<file path="src/rtl/eab_agu.sv">
// eab_agu: registered LC-3 effective-address unit with optional memory-indirect pointer fetch.
// Define EAB_AGU_FASTPATH_EN to accept a new request on the same edge the output handshake completes.
module eab_agu #(
   parameter int WIDTH = 16
) (
   input  logic             clk,
   input  logic             rst,
   input  logic             req_valid,
   output logic             req_ready,
   input  logic [10:0]      ir,
   input  logic [WIDTH-1:0] ra,
   input  logic [WIDTH-1:0] pc,
   input  logic             sel_base,
   input  logic [1:0]       sel_off,
   input  logic             indirect,
   output logic             mem_req,
   output logic [WIDTH-1:0] mem_addr,
   input  logic             mem_rdy,
   input  logic [WIDTH-1:0] mem_data,
   output logic             addr_valid,
   input  logic             addr_ready,
   output logic [WIDTH-1:0] addr_out
);
   typedef enum logic [1:0] {IDLE, MEM, DONE} state_t;
   state_t state;
   logic [WIDTH-1:0] off;
   logic [WIDTH-1:0] sum;
   logic accept;
   always_comb begin
      off = sel_off == 2'd1 ? {{(WIDTH-6){ir[5]}}, ir[5:0]} :
            sel_off == 2'd2 ? {{(WIDTH-9){ir[8]}}, ir[8:0]} :
            sel_off == 2'd3 ? {{(WIDTH-11){ir[10]}}, ir[10:0]} : '0;
      sum = (sel_base ? ra : pc) + off;
   end
`ifdef EAB_AGU_FASTPATH_EN
   assign req_ready = state == IDLE || (state == DONE && addr_ready);
`else
   assign req_ready = state == IDLE;
`endif
   assign accept = req_valid && req_ready;
   // accept takes priority: in the fast path it coincides with the DONE handshake
   always_ff @(posedge clk or posedge rst) begin
      if (rst) begin
         state      <= IDLE;
         mem_req    <= 1'b0;
         mem_addr   <= '0;
         addr_valid <= 1'b0;
         addr_out   <= '0;
      end else if (accept) begin
         if (indirect) begin
            state      <= MEM;
            mem_req    <= 1'b1;
            mem_addr   <= sum;
            addr_valid <= 1'b0;
         end else begin
            state      <= DONE;
            addr_out   <= sum;
            addr_valid <= 1'b1;
         end
      end else if (state == MEM && mem_rdy) begin
         state      <= DONE;
         mem_req    <= 1'b0;
         addr_out   <= mem_data;
         addr_valid <= 1'b1;
      end else if (state == DONE && addr_ready) begin
         state      <= IDLE;
         addr_valid <= 1'b0;
      end
   end
endmodule

</file>
<file path="config.mk">
export PLATFORM = sky130hd
export DESIGN_NAME = eab_agu
export DESIGN_NICKNAME = d
export VERILOG_FILES = /design/src/rtl/eab_agu.sv
export SDC_FILE = /design/constraint.sdc
export NUM_CORES = 1
export LEC_CHECK = 0
export BUFFER_PORTS_ARGS = -buffer_cell sky130_fd_sc_hd__buf_4
export CORE_ASPECT_RATIO = 0.75
export CORE_UTILIZATION = 30
export CTS_BUF_LIST = sky130_fd_sc_hd__clkbuf_4 sky130_fd_sc_hd__clkbuf_8 sky130_fd_sc_hd__clkbuf_16
export DETAILED_ROUTE_END_ITERATION = 6
export GPL_TIMING_DRIVEN = 0
export PLACE_DENSITY = 0.58
export SYNTH_ARGS = -nofsm -noshare
export SYNTH_HDL_FRONTEND = slang
export SYNTH_SLANG_ARGS = --single-unit
</file>
<file path="constraint.sdc">
create_clock -name clk -period 1.7 [get_ports clk]
set_input_delay 0.34 -clock clk [delete_from_list [all_inputs] [get_ports clk]]
set_output_delay 0.34 -clock clk [all_outputs]
set_load 0.02 [all_outputs]
</file>
* Yosys cells after proc, flatten, opt, wreduce, memory -nomap -nowiden
Cells that the tools add are included.
Widths: inputs -> output; s select.
** Operators by class
- Shift operators :: 0
- $mul :: 0
- Div/mod/pow operators :: 0
- Muxes and demuxes :: 18
- Bitwise operators :: 0
- Equal/unequal tests :: 7
- Magnitude comparators :: 0
- Reductions and logical operators :: 9
- Add/subtract/negate cells :: 1
** Operators with widths (number)
- $mux 16 :: 7
- $add 16x16->16 :: 1
- $mux 2 :: 4
- $mux 1 :: 7
- $eq 2x2->1 const B :: 3
- $reduce_and 2->1 :: 3
- $eq 2x1->1 const B :: 2
- $ne 2x2->1 const B :: 2
- $logic_and 1x1->1 :: 3
- $reduce_bool 3->1 :: 1
- $logic_not 2->1 :: 1
- $reduce_bool 2->1 :: 1
** Word-level totals
- Memories :: 0
- Bits in latches :: 0
- Input port bits :: 68
- Word-level logic and storage cells :: 40
- Memory bits (read-only) :: 0
- Flip-flop bits (word level) :: 36
- RAM bits :: 0

* Logic depth before layout (Yosys ltp)
- Depth in word-level cells :: 7
- Gate-level depth with buffers :: 12
- Depth with buffers taken out :: 11

* Least setup slack after synthesis
OpenSTA, ideal clock, no wires.
- Kind :: input -> register
- From :: input port sel_base
- To :: register mem_addr[14]
- Arrival :: 3.296 ns
- Stages :: 11
- Path buffers :: 2
- Setup slack :: -1.721 ns
- Path through :: clkbuf_1 buf_1 mux2_2 ha_1 fa_1 a21o_1 a221oi_2 o211ai_1 a221o_1 xor2_1 mux2_2
** On the way
- Cells in the longest elaborated chain, start to end :: 2
** Ends and longest elaborated chain
- start: declaration :: RTL line 13 : input logic sel_base,
- $mux 16 :: RTL line 33 : sum = (sel_base ? ra : pc) + off;
- $add 16x16->16 :: RTL line 33
- end signal: assignment :: RTL line 53 : mem_addr <= sum;
- end: declaration :: RTL line 17 : output logic [WIDTH-1:0] mem_addr,
Every way passes these cells.
A chain may end at the register's enable or synchronous reset.

* Final worst setup path
Ends and elaborated chain as after synthesis.

==> impl_metrics.yaml <==
outcome:
  status: "finished with violations"
  violations: "negative setup slack"
layout:
  final_common_cell: "buf_4"
  syn2layout_area_growth_pct: 59.3
  n_fill_cell: 759
  final_cell_mix: "buf_4, nand2_1, dfrtp_1"
  diodes: 0
  fin_nets: 474
  layout-drive-gt1-share: 0.463
clock_network:
  clk_pin_slew_ns: 0.08
  clk_latency_ns: 0.29
  cts_sinks: 35
  root_buffer: "clkbuf_8"
  cts_buffers: 5
  clockBufferDepth: 2
  ctsHtreeMaxLevel: 2
  cts_tree: "done"
  postCtsHoldBufs: 0
critical_path:
  cp_max_fo: 3
  critPathCaptureType: "register"
  worstSetupPathType: "input port to register"
  ff2ff_setup_slack_ns: -0.20
  worstPathRequired_ns: 1.87
  arrival_ns: 2.86
  startpoint_type: "input port"
power:
  p_sw_frac: 0.426
  p_switching_w: 0.00210
  comb_power_share: 0.564
  p_per_area_nw_per_um2: 1310
  p_int_w: 0.00283
  p_clk_frac: 0.125
  ir_worst_vdd_mv: 1.03
  leakage_nw: 1.80
  p_seq_frac: 0.311
sta:
  tightestPinTransition_ns: 0.806
  period_minus_slack_ns: 2.69
  period_share: 1.58
  maxSlewViolCount: 0
  rsz0062_at_grt: "true"
  whs_ns: 0.211
  max-slew-margin-rel: 0.462
  hold_violations: 0
  clock.fmax_ghz: 0.371
  finClkSkew_ns: 0.00953
  setup_ws_ns: -0.993
  finalSetupViolations: 28
die:
  start_util: 0.316
  die-height_um: 78.8
  die_w_um: 104
  core-area_um2: 7470
  row_count: 27
  io_pins: 103
  die_area_um2: 8230
detailed_routing:
  drcViolationCount: 0
  num_vias: 2383
  viasPerCell: 4.84
  wl_mm: 7.21
  dr.pass1.iters: 4
  wl_per_cell_um: 14.7
  drt_iter0_markers: 87
  postRouteAntennaNets: 0
yosys:
  synth_top_area_share: 0.371
  synth_edf_count: 0
  synthCells: 268
  syn_area_um2: 2360
  async_reset_ff_frac: 1.00
  synthTopCellsByArea: "dfrtp_1, mux2_2, ha_1"
  syn_area_per_cell_um2: 8.81
  synth_top_cell_by_area: "dfrtp_1"
  syn_nets: 352
  ys_types: 34
  synth_ff_type: "dfrtp_1"
  yosysWarningCount: 0
  ys_ff_latch: 35
  ys_seq_area_frac: 0.371
hold_path:
  hold_class: "input port to async pin"
global_route:
  grt.overflow.total: 0
  grt_use_total: 0.179
  grt_max_degree: 19
  antenna_found_initial: 0
  grt_pass1_wl_mm: 11.6
  first_global_vias: 2355
place:
  hpwlAfterDp_mm: 5.62
  gp_congestion: 0.788
  port-buffer-count: 101
  pre_cts_slack_ns: -1.44
run:
  max-cap-violations: 0
[sequential cells by signal (all words and copies together) (netlist names)]
signal,count
mem_req,1
addr_out,16
state,1
addr_valid,1
mem_addr,16
[Yosys cell counts, types with 6 or more instances]
master and n:
xor2_1 7, nor2_1 12, and3_1 7, inv_1 6, dfrtp_1 35, xnor2_1 8, o21ai_0 31, mux2_2 19
a21oi_1 30, ha_1 15, clkbuf_1 9, nor2b_1 8, nand2_1 43
[what timing repair did]
item,CTS,global route
cloned,0,0
hold endpoints to repair,0,0
buffers inserted,7,7
pin swaps,7,14
setup endpoints to repair,32,33
gates resized for setup,16,25
[critical path, cell delays in order]
cell and delay (ns):
clkbuf_16 0.13, buf_12 0.12, mux2_4 0.30, ha_4 0.17, fa_2 0.36, a21o_1 0.20
a221oi_4 0.29, o211ai_1 0.14, a221o_1 0.35, xor2_2 0.18, mux2_2 0.27
[per-stage QoR]
step                      area, µm²  TNS [ns]  total power, W  utilization  cells
after floorplan                2500    -17.46         0.00302            -    268
after global routing           3760    -19.51         0.00529        0.504    492
final                          3760    -16.51         0.00492        0.504    492
after CTS                      3630    -15.19         0.00485        0.486    485
after detailed placement       3410    -27.61         0.00413        0.457    471
after global placement         3390    -26.75         0.00407        0.454    470
[power by group through the flow]
stage | clock, W | sequential [W] | combinational (W)
final | 0.000616 | 0.00153 | 0.00278
after global routing | 0.000673 | 0.00159 | 0.00303
after CTS | 0.000629 | 0.00153 | 0.00269
after detailed placement | 0 | 0.00153 | 0.00260
after global placement | 0 | 0.00152 | 0.00255
after floorplan | 0 | 0.00194 | 0.00108
[kinds of logic after synthesis]
| kind of cell | after synthesis | synth area share |
|---|---|---|
| compound gates | 80 | 0.192 |
| xor+xnor | 15 | 0.0557 |
| simple gates | 84 | 0.166 |
| fa+ha+maj | 16 | 0.0880 |
| flops | 35 | 0.371 |
| buf+inv | 17 | 0.0276 |
| mux | 21 | 0.0992 |
[path summary, 6_finish.rpt]
check / startpoint / end / depth (start not counted)
min in group clk: mem_data[7] / addr_out[7] / 3
worst max-delay path: sel_base / mem_addr[14] / 11
worst min register to register: mem_req / mem_req / 2
worst min-delay path: rst / addr_out[7] / 2
max in group asynchronous: rst / mem_addr[15] / 3
worst max register to register: state[0] / addr_out[13] / 5
[layout make-up]
class / instances / area [µm²] / area share
clock inverter: 1 / 5.00 / 0.00133
buffer: 10 / 86.3 / 0.0230
inverter: 6 / 22.5 / 0.00599
timing repair buffer: 116 / 898 / 0.239
clock buffer: 7 / 83.8 / 0.0223
sequential: 35 / 878 / 0.234
tap: 101 / 126 / 0.0336
multi-input combinational: 216 / 1660 / 0.441
[layer usage]
| metal | GRT usage | vias to the layer above | share of wire |
|---|---|---|---|
| met2 | 0.274 | 78 | 0.44 |
| met4 | 0.0186 | 0 | 0.0035 |
| li1 | - | 1190 | - |
| met1 | 0.265 | 1113 | 0.50 |
| met3 | 0.0402 | 2 | 0.060 |
| met5 | 0 | - | 0 |
(Power assumes the default switching activity.)
